`src/rtl/mesh_core_sink.sv`:
```
// Mesh core-port receiving endpoint: buffers router packets in a small FIFO,
// drains them at the core's pace and checks destination and per-source sequence.

package mesh_pkg;
  localparam int DATA_W = 8;
  localparam int ID_W   = 4;

  typedef struct packed {
    logic              valid;
    logic [ID_W-1:0]   dest;
    logic [ID_W-1:0]   source;
    logic [DATA_W-1:0] data;
  } packet_t;
endpackage

module mesh_core_sink
  import mesh_pkg::*;
#(
  parameter int X_NODES    = 4,
  parameter int Y_NODES    = 4,
  parameter int X_LOC      = 0,
  parameter int Y_LOC      = 0,
  parameter int FIFO_DEPTH = 4,
  parameter int CNT_WIDTH  = 16
) (
  input  logic                 clk,
  input  logic                 reset_n,
  input  packet_t              i_data,
  input  logic                 i_data_val,
  output logic                 o_en,
  input  logic                 i_drain,
  output logic [DATA_W-1:0]    o_pkt_data,
  output logic [ID_W-1:0]      o_pkt_source,
  output logic                 o_pkt_val,
  output logic                 o_seq_err,
  output logic                 o_dest_err,
  output logic [CNT_WIDTH-1:0] o_rx_count,
  output logic [CNT_WIDTH-1:0] o_err_count
);

  localparam int NUM_NODES = X_NODES * Y_NODES;
  localparam int LOCAL_ID  = Y_LOC * X_NODES + X_LOC;
  localparam int PTR_W     = (FIFO_DEPTH > 1) ? $clog2(FIFO_DEPTH) : 1;
  localparam int FILL_W    = $clog2(FIFO_DEPTH + 1);
  localparam int IDX_W     = (NUM_NODES > 1) ? $clog2(NUM_NODES) : 1;

  localparam logic [FILL_W-1:0] DEPTH_C  = FILL_W'(FIFO_DEPTH);
  localparam logic [PTR_W-1:0]  LAST_PTR = PTR_W'(FIFO_DEPTH - 1);
  localparam logic [ID_W-1:0]   LOCAL_C  = ID_W'(LOCAL_ID);

  // FIFO storage and control
  packet_t             mem_q [FIFO_DEPTH];
  logic [PTR_W-1:0]    wr_ptr_q, wr_ptr_d;
  logic [PTR_W-1:0]    rd_ptr_q, rd_ptr_d;
  logic [FILL_W-1:0]   count_q, count_d;
  logic                wr_en, rd_en;
  packet_t             head;

  // Per-source expected sequence numbers
  logic [DATA_W-1:0]   exp_q [NUM_NODES];
  logic [DATA_W-1:0]   exp_d [NUM_NODES];

  // Registered output stage
  logic [DATA_W-1:0]    pkt_data_q, pkt_data_d;
  logic [ID_W-1:0]      pkt_source_q, pkt_source_d;
  logic                 pkt_val_q, pkt_val_d;
  logic                 seq_err_q, seq_err_d;
  logic                 dest_err_q, dest_err_d;
  logic [CNT_WIDTH-1:0] rx_count_q, rx_count_d;
  logic [CNT_WIDTH-1:0] err_count_q, err_count_d;

  // Head checks
  logic                 src_in_range;
  logic [IDX_W-1:0]     src_idx;
  logic                 head_seq_err;
  logic                 head_dest_err;

  // The router's valid bit is redundant with i_data_val.
  logic unused_valid;
  assign unused_valid = i_data.valid;

  function automatic logic [PTR_W-1:0] ptr_inc(input logic [PTR_W-1:0] p);
    return (p == LAST_PTR) ? '0 : p + 1'b1;
  endfunction

  // Enable depends only on the registered fill level.
  assign o_en  = (count_q < DEPTH_C);
  assign wr_en = i_data_val & o_en;
  assign rd_en = i_drain & (count_q != '0);
  assign head  = mem_q[rd_ptr_q];

  assign src_in_range  = (32'(head.source) < NUM_NODES);
  assign src_idx       = IDX_W'(head.source);
  assign head_seq_err  = !src_in_range || (head.data != exp_q[src_idx]);
  assign head_dest_err = (head.dest != LOCAL_C);

  always_comb begin
    wr_ptr_d = wr_en ? ptr_inc(wr_ptr_q) : wr_ptr_q;
    rd_ptr_d = rd_en ? ptr_inc(rd_ptr_q) : rd_ptr_q;
    unique case ({wr_en, rd_en})
      2'b10:   count_d = count_q + 1'b1;
      2'b01:   count_d = count_q - 1'b1;
      default: count_d = count_q;
    endcase
  end

  always_comb begin
    exp_d        = exp_q;
    pkt_val_d    = 1'b0;
    seq_err_d    = 1'b0;
    dest_err_d   = 1'b0;
    pkt_data_d   = pkt_data_q;
    pkt_source_d = pkt_source_q;
    rx_count_d   = rx_count_q;
    err_count_d  = err_count_q;
    if (rd_en) begin
      pkt_val_d    = 1'b1;
      pkt_data_d   = head.data;
      pkt_source_d = head.source;
      seq_err_d    = head_seq_err;
      dest_err_d   = head_dest_err;
      // Any in-range packet resynchronises its source, even on error.
      if (src_in_range) begin
        exp_d[src_idx] = head.data + 1'b1;
      end
      if (rx_count_q != '1) begin
        rx_count_d = rx_count_q + 1'b1;
      end
      if ((head_seq_err || head_dest_err) && (err_count_q != '1)) begin
        err_count_d = err_count_q + 1'b1;
      end
    end
  end

  // NOTE: payload storage has no reset; an empty FIFO is defined by count/pointers alone.
  always_ff @(posedge clk) begin
    if (wr_en) begin
      mem_q[wr_ptr_q] <= i_data;
    end
  end

  // NOTE: all state uses non-blocking assignments so every register samples pre-edge values.
  always_ff @(posedge clk or negedge reset_n) begin
    if (!reset_n) begin
      wr_ptr_q     <= '0;
      rd_ptr_q     <= '0;
      count_q      <= '0;
      pkt_val_q    <= 1'b0;
      seq_err_q    <= 1'b0;
      dest_err_q   <= 1'b0;
      pkt_data_q   <= '0;
      pkt_source_q <= '0;
      rx_count_q   <= '0;
      err_count_q  <= '0;
      for (int s = 0; s < NUM_NODES; s++) begin
        exp_q[s] <= DATA_W'(1);
      end
    end else begin
      wr_ptr_q     <= wr_ptr_d;
      rd_ptr_q     <= rd_ptr_d;
      count_q      <= count_d;
      pkt_val_q    <= pkt_val_d;
      seq_err_q    <= seq_err_d;
      dest_err_q   <= dest_err_d;
      pkt_data_q   <= pkt_data_d;
      pkt_source_q <= pkt_source_d;
      rx_count_q   <= rx_count_d;
      err_count_q  <= err_count_d;
      exp_q        <= exp_d;
    end
  end

  assign o_pkt_data   = pkt_data_q;
  assign o_pkt_source = pkt_source_q;
  assign o_pkt_val    = pkt_val_q;
  assign o_seq_err    = seq_err_q;
  assign o_dest_err   = dest_err_q;
  assign o_rx_count   = rx_count_q;
  assign o_err_count  = err_count_q;

endmodule

```
`config.mk`:
```
export PLATFORM = sky130hd
export DESIGN_NAME = mesh_core_sink
export DESIGN_NICKNAME = d
export VERILOG_FILES = /design/src/rtl/mesh_core_sink.sv
export SDC_FILE = /design/constraint.sdc
export NUM_CORES = 1
export LEC_CHECK = 0
export BUFFER_PORTS_ARGS = -buffer_cell sky130_fd_sc_hd__clkbuf_2
export CAP_MARGIN = 20
export CORE_MARGIN = 1.5
export CORE_UTILIZATION = 40
export CTS_BUF_LIST = sky130_fd_sc_hd__clkbuf_2
export DETAILED_ROUTE_END_ITERATION = 10
export SLEW_MARGIN = 20
export SYNTH_ARGS = -nofsm -noshare
export SYNTH_HDL_FRONTEND = slang
export SYNTH_SLANG_ARGS = --single-unit
```
`constraint.sdc`:
```
create_clock -name clk -period 3.8 [get_ports clk]
set_clock_uncertainty 0.05 [all_clocks]
set_input_delay 0.19 -clock clk [delete_from_list [all_inputs] [get_ports clk]]
set_output_delay 0.19 -clock clk [all_outputs]
set_load 0.005 [all_outputs]
```
# [Word level (Yosys, flattened, before mapping)]
# Memories as Yosys holds them, arrays and structs flattened.
# Cells that the tools add are included.
[classes] add_sub_neg=7 reduce_logical=8 order_cmp=3 n_bitwise=3 muxes=14 n_eq_ne=7
[ops] operator="128-bit bitwise mux" n=1
[ops] operator="16-bit by 1-bit adder with 16-bit output (second input constant)" n=2
[ops] operator="8-bit binary-select mux with 4-bit select" n=1
[ops] operator="8-bit demux with 4-bit select" n=1
[ops] operator="16-bit != test (second input constant)" n=2
[ops] operator="8-bit 2-to-1 mux" n=3
[ops] operator="8-bit by 1-bit adder with 8-bit output (second input constant)" n=1
[ops] operator="8-bit != test" n=1
[ops] operator="2-bit equality test (second input constant)" n=3
[ops] operator="3-bit case mux with 2 select lines" n=1
[ops] operator="5-bit >= comparator (second input constant)" n=1
[ops] operator="5-bit by 1-bit < comparator with 1-bit output (second input constant)" n=1
[ops] operator="1-bit 2-to-1 mux" n=5
[ops] operator="4-bit inverter with 5-bit output" n=1
[ops] operator="2-bit by 1-bit adder with 2-bit output (second input constant)" n=2
[ops] operator="2-bit 2-to-1 mux" n=2
[ops] operator="2-bit AND reduction" n=2
[ops] operator="4-bit nonzero test" n=1
[ops] operator="3-bit by 1-bit adder with 3-bit output (second input constant)" n=1
[ops] operator="3-bit < comparator (second input constant)" n=1
[ops] operator="3-bit nonzero test" n=1
[ops] operator="3-bit by 1-bit subtractor with 3-bit output (second input constant)" n=1
[ops] operator="1-bit AND" n=2
[ops] operator="2-bit by 1-bit equality test with 1-bit output (second input constant)" n=1
[ops] operator="other kinds (3)" n=4
[totals] ff_bits=182 out_inout_bits=48 mem_bits_rw=68 n_memories=1
[mem_list] name="mem_q" words=4 width=17 rd=1 rd_ports_with_merged_regs=0 write_ports=1 line="52" text="packet_t mem_q [FIFO_DEPTH];"

# [Longest topological paths before layout]
# An unclocked memory read counts as a cell.
[depth] ltp_word=9 depth_mapped=15 depth_no_buf=10

# [Worst setup path before layout]
# OpenSTA, ideal clock, no wires.
[synth_path] path_kind="reg2reg" from="reg rd_ptr_q[0]" to="reg err_count_q[14], in the netlist o_err_count[14]" required_ps=3623 t_arrival_ps=3159 stages_incl_launch_ff=14 period_less_slack_ps=3337 setup_ps=127 path_slack_ps=463 path_cell_list="dfrtp_1 > buf_6 > mux4_2 > buf_6 > buf_6 > mux2i_1 > a22oi_1 > and3_1 > o22ai_1 > or4_4 > a211oi_4 > nand2_4 > nand4_1 > mux2_1"
[synth_via] elab_chain_cells=9 word_cells_on_any_way=10 classes_between="eq/ne (1); mux (3); bitwise (1); reduce/logical (4); memory (1)"
[synth_rtl] item="start, declared" line="54" text="logic [PTR_W-1:0] rd_ptr_q, rd_ptr_d;"
[synth_rtl] item="start signal, assigned" line="160" text="rd_ptr_q <= rd_ptr_d;"
[synth_rtl] item="memory 4 x 17 bit (*)"
[synth_rtl] item="4-bit inverter with 5-bit output (not written as such)" line="94" text="assign head_seq_err = !src_in_range || (head.data != exp_q[src_idx]);"
[synth_rtl] item="8-bit binary-select mux with 4-bit select" line="94"
[synth_rtl] item="8-bit 2-to-1 mux (not written as such) (2 in series)" line="94"
[synth_rtl] item="8-bit != test" line="94"
[synth_rtl] item="1-bit logical OR (*)" line="129" text="if ((head_seq_err || head_dest_err) && (err_count_q != '1)) begin"
[synth_rtl] item="1-bit logical AND (*)" line="129"
[synth_rtl] item="2-bit AND reduction (no line) (*)"
[synth_rtl] item="end signal, assigned" line="168" text="err_count_q <= err_count_d;"
[synth_rtl] item="end, declared" line="70" text="logic [CNT_WIDTH-1:0] err_count_q, err_count_d;"
# Every way passes the cells marked *; elsewhere a longest branch is shown, timed or not. The select of a mux whose other input is x is not followed.
# A chain may end at the register's enable or synchronous reset.

# [Final worst setup path]
[layout_path] from="reg rd_ptr_q[0]" to="reg err_count_q[6], in the netlist o_err_count[6]"
# Same word-level chain as after synthesis.

==> parameters.txt <==
Parameter                              Value

Status
  Outcome    complete, no violations

Clocking
  Post-CTS setup-driven buffer insertion count    0
  Clk_lat worst skew    around 0.82 ns
  Library cell used as clock root buffer    sky130_fd_sc_hd__clkbuf_2
  Maximum count of clock buffers along a single path    3
  Number of levels the H-tree was split into    3
  Clock tree from TritonCTS    built
  Clock Sinks    around 250
  Clock transition at path regs    0.10 ns
  Number of buffers created by CTS    67

Pwr
  Peak supply drop    roughly 0.00043 V
  Sw Ratio    39.6%
  Power Dens Cells    between 800 and 900 nW/um^2
  Combinational share of power    43.3%
  Fraction of power consumed by sequential logic    38.9%
  Overall power consumption    roughly 11000 uW
  Int Pwr    approximately 6600 uW
  Leakage power    0.00560 uW
  Part of the total power dissipated in the clock network    17.9%
  Switching component of the power    4340 uW

GRT
  GRT Residual Overflow    0
  Met3 track demand over resource    3.73%
  Initial antenna violation count    1
  Met2 Usage GRT    29.1%
  GRT met1 Usage    between 20% and 30%
  Global-route usage over all layers    ~18%
  Layer with the highest usage    met2
  Wire length of the first global-routing pass    39.9 mm
  Via count of the first global-routing pass    7544
  Pin count of the biggest net entering global routing    between 100 and 150

Timing
  Relative max-transition margin    between 30% and 40%
  Final critical-path required period    3.65 ns
  Maximum achievable frequency    274 MHz
  Pins Over Slew Limit    0
  Post-route worst hold slack    0.0336 ns
  Final Hold Vio Count    0
  Setup violation total in the final timing report    0
  Tightest Pin Transition    0.948 ns
  Post-route setup slack    0.147 ns
  Post-route clock period utilization    96.1%

Yosys
  Post-synthesis register bit count    246
  Synth Area in XOR/XNOR    3.87%
  Syn Area/Cell    11.8 sq um
  Mapped Nets    ~950
  Post-Syn Instances    921
  Post-synthesis cell area    approximately 11000 sq um
  Main combinational cell family by area after synthesis    simple AND/OR/NAND/NOR gates
  Synth Area in Simple Gates    12.1%
  Number of synthesized flops with an enable pin    64
  Synth Flop Type    sky130_fd_sc_hd__dfrtp_1
  Sequential cell area fraction in the yosys report    59.9%
  Proportion of register bits with asynchronous set or reset after synthesis    74.0%
  Post-synthesis mux area share    11.9%
  Compound-gate portion of the synthesized area    under 10%
  Post-synthesis cell type count    49
  Synth Area in Adders    1.22%
  Synth Warn #    0

Critical path
  Critical Path Source    rd_ptr_q[0]
  Crit Path Category    register to register
  Cell breakdown of the critical path    mux4_4, buf_12, mux2i_1, o22ai_1, o21ai_0, nand4_1, or4_4, a211oi_4, nand2_4, nand3_1, mux2_1
  Startpoint type of the worst setup path    register
  Arrival @ worst endpoint    about 4.3 ns
  Cell with the largest stage delay on the worst path    sky130_fd_sc_hd__mux4_4
  Type of destination of the critical path    register
  R2R setup slack    0.15 ns
  Delay of the slowest critical-path stage    approximately 0.74 ns
  Top fanout value on the critical path    36
  Startpoint of the most critical register-to-register path    rd_ptr_q[0]
  Required time at the endpoint of the critical path    4.42 ns
  Reg2Reg Depth    11

Route
  DRT iter0 DRCs    383
  Residual antenna-violating net count after detailed routing    0
  Remaining DRCs    0
  Total Wirelength    24.8 mm
  Detailed-route vias per instance    5.06
  Vias    7402
  Mean routed wirelength per cell    17.0 um
  Iteration count of the initial detailed-routing pass    5

Layout
  Area added between synthesis and finish    16.6%
  Number of fill cells in the layout    2480
  Highest-count cells in the layout ignoring fill and taps    sky130_fd_sc_hd__clkbuf_2, sky130_fd_sc_hd__dfrtp_1, sky130_fd_sc_hd__nor2_1
  Final core occ    47.2%
  Most common library cell in the layout ignoring fill and taps    sky130_fd_sc_hd__clkbuf_2
  Fin nets    1101
  Proportion of layout cells with a drive suffix above 1    26.0%

Run
  Count of max-cap constraint violations    0

Floorplanning
  Initial Util    roughly two fifths
  Standard cell core area    approximately 27000 sq um
  Die area    approximately 28000 sq um
  Die width    approximately 170 um
  Std cell rows    60
  Vertical extent of the die    about 170 um
  Number of top-level pins    just under 70

Place
  Global placement routability congestion    0.782
  Dpl ws    0.0832 ns
  Port Buf Inserts    67
  Post-DP HPWL    16.0 mm

Min path
  Path category of the worst min-delay check    primary input to asynchronous set/reset pin
## logic make-up after synthesis
logic type / after synthesis
xor gates and xnor gates: 48
DFF: 246
AOI/OAI and AO/OA: 161
adders and majority gates: 10
buffers and inverters: 64
muxes: 110
and+or+nand+nor: 282
## final cells by class
cell class	count	area, sq um	share of cell area [%]
clock buffer	107	536	4.23
antenna	1	2.50	0.0198
tap	341	427	3.37
inverter	14	52.6	0.415
multi-input combinational	612	4130	32.7
clock inverter	13	105	0.831
sequential	246	6500	51.3
timing repair buffer	129	902	7.13
## Yosys cell counts (all sizes together), types with 3 or more instances
cell type    n  share of area, %
a21oi       83               3.8
a22oi        8              0.55
and2         6              0.37
and3        16              0.92
and4         3              0.24
buf         16               1.2
clkbuf      34               1.2
dfrtp      166                38
dfstp       16               3.9
edfxtp      64                18
ha           9               1.0
inv         14              0.48
mux2        20               2.1
mux2i       77               7.1
mux4        13               2.7
nand2       88               3.1
nand2b       5              0.29
nand3       25               1.4
nand4       11              0.75
nor2       103               3.6
nor2b        5              0.29
nor3         6              0.28
nor4         4              0.23
o21ai       47               2.2
o22ai       14              0.81
or3          7              0.40
xnor2       37               3.0
xor2        11              0.89
## worst max-delay path: cells and delay by family (launching register included)
family / cells / cell delay [ns]
buf+inv: 1 / 0.25
flops: 1 / 0.41
mux: 3 / 1.31
simple gates: 4 / 0.89
compound gates: 3 / 0.64
## final timing paths
check / end
min reg2reg: exp_q[61]
max: o_err_count[6]
min in group clk: mem_q[1][2]
max in group asynchronous: exp_q[64]
max reg2reg: o_err_count[6]
min: exp_q[86]
## power groups by stage
stage,Combinational [uW],Sequential [uW],Clock (uW)
3_5_place_dp,4650,4300,0
4_1_cts,4690,4250,2020
2_1_floorplan,3250,4180,0
6_report,4740,4260,1960
3_3_place_gp,4580,4270,0
5_1_grt,5240,4380,2170
## flip-flops by register name, indices dropped and copies added (netlist names), 2 cells and up
name	cells
rd_ptr_q	2
mem_q	64
exp_q	128
wr_ptr_q	2
o_pkt_data	8
o_err_count	16
o_rx_count	16
count_q	3
o_pkt_source	4
## per-stage QoR
step / instances / setup TNS, ns / cell area [sq um]
after floorplan: 921 / 0 / 10900
after global placement: 1322 / 0 / 11700
after detailed placement: 1322 / 0 / 11700
after CTS: 1461 / 0 / 12600
after global routing: 1463 / -0.00261 / 12700
final: 1463 / 0 / 12700
## what timing repair did
| item | CTS | global route |
|---|---|---|
| endpoints found under the setup margin | 0 | 6 |
| hold buffers | 19 | 0 |
| hold endpoints to repair | 218 | 0 |
| resized for setup | 0 | 13 |
## per-layer routing
metal,vias to the layer above,share of wire (%),wire length [um]
li1,3587,-,-
met1,3602,46,11500
met2,164,47,11800
met3,49,4.1,1030
met4,0,2.1,510
met5,-,0,0
(Power assumes the default switching activity.)
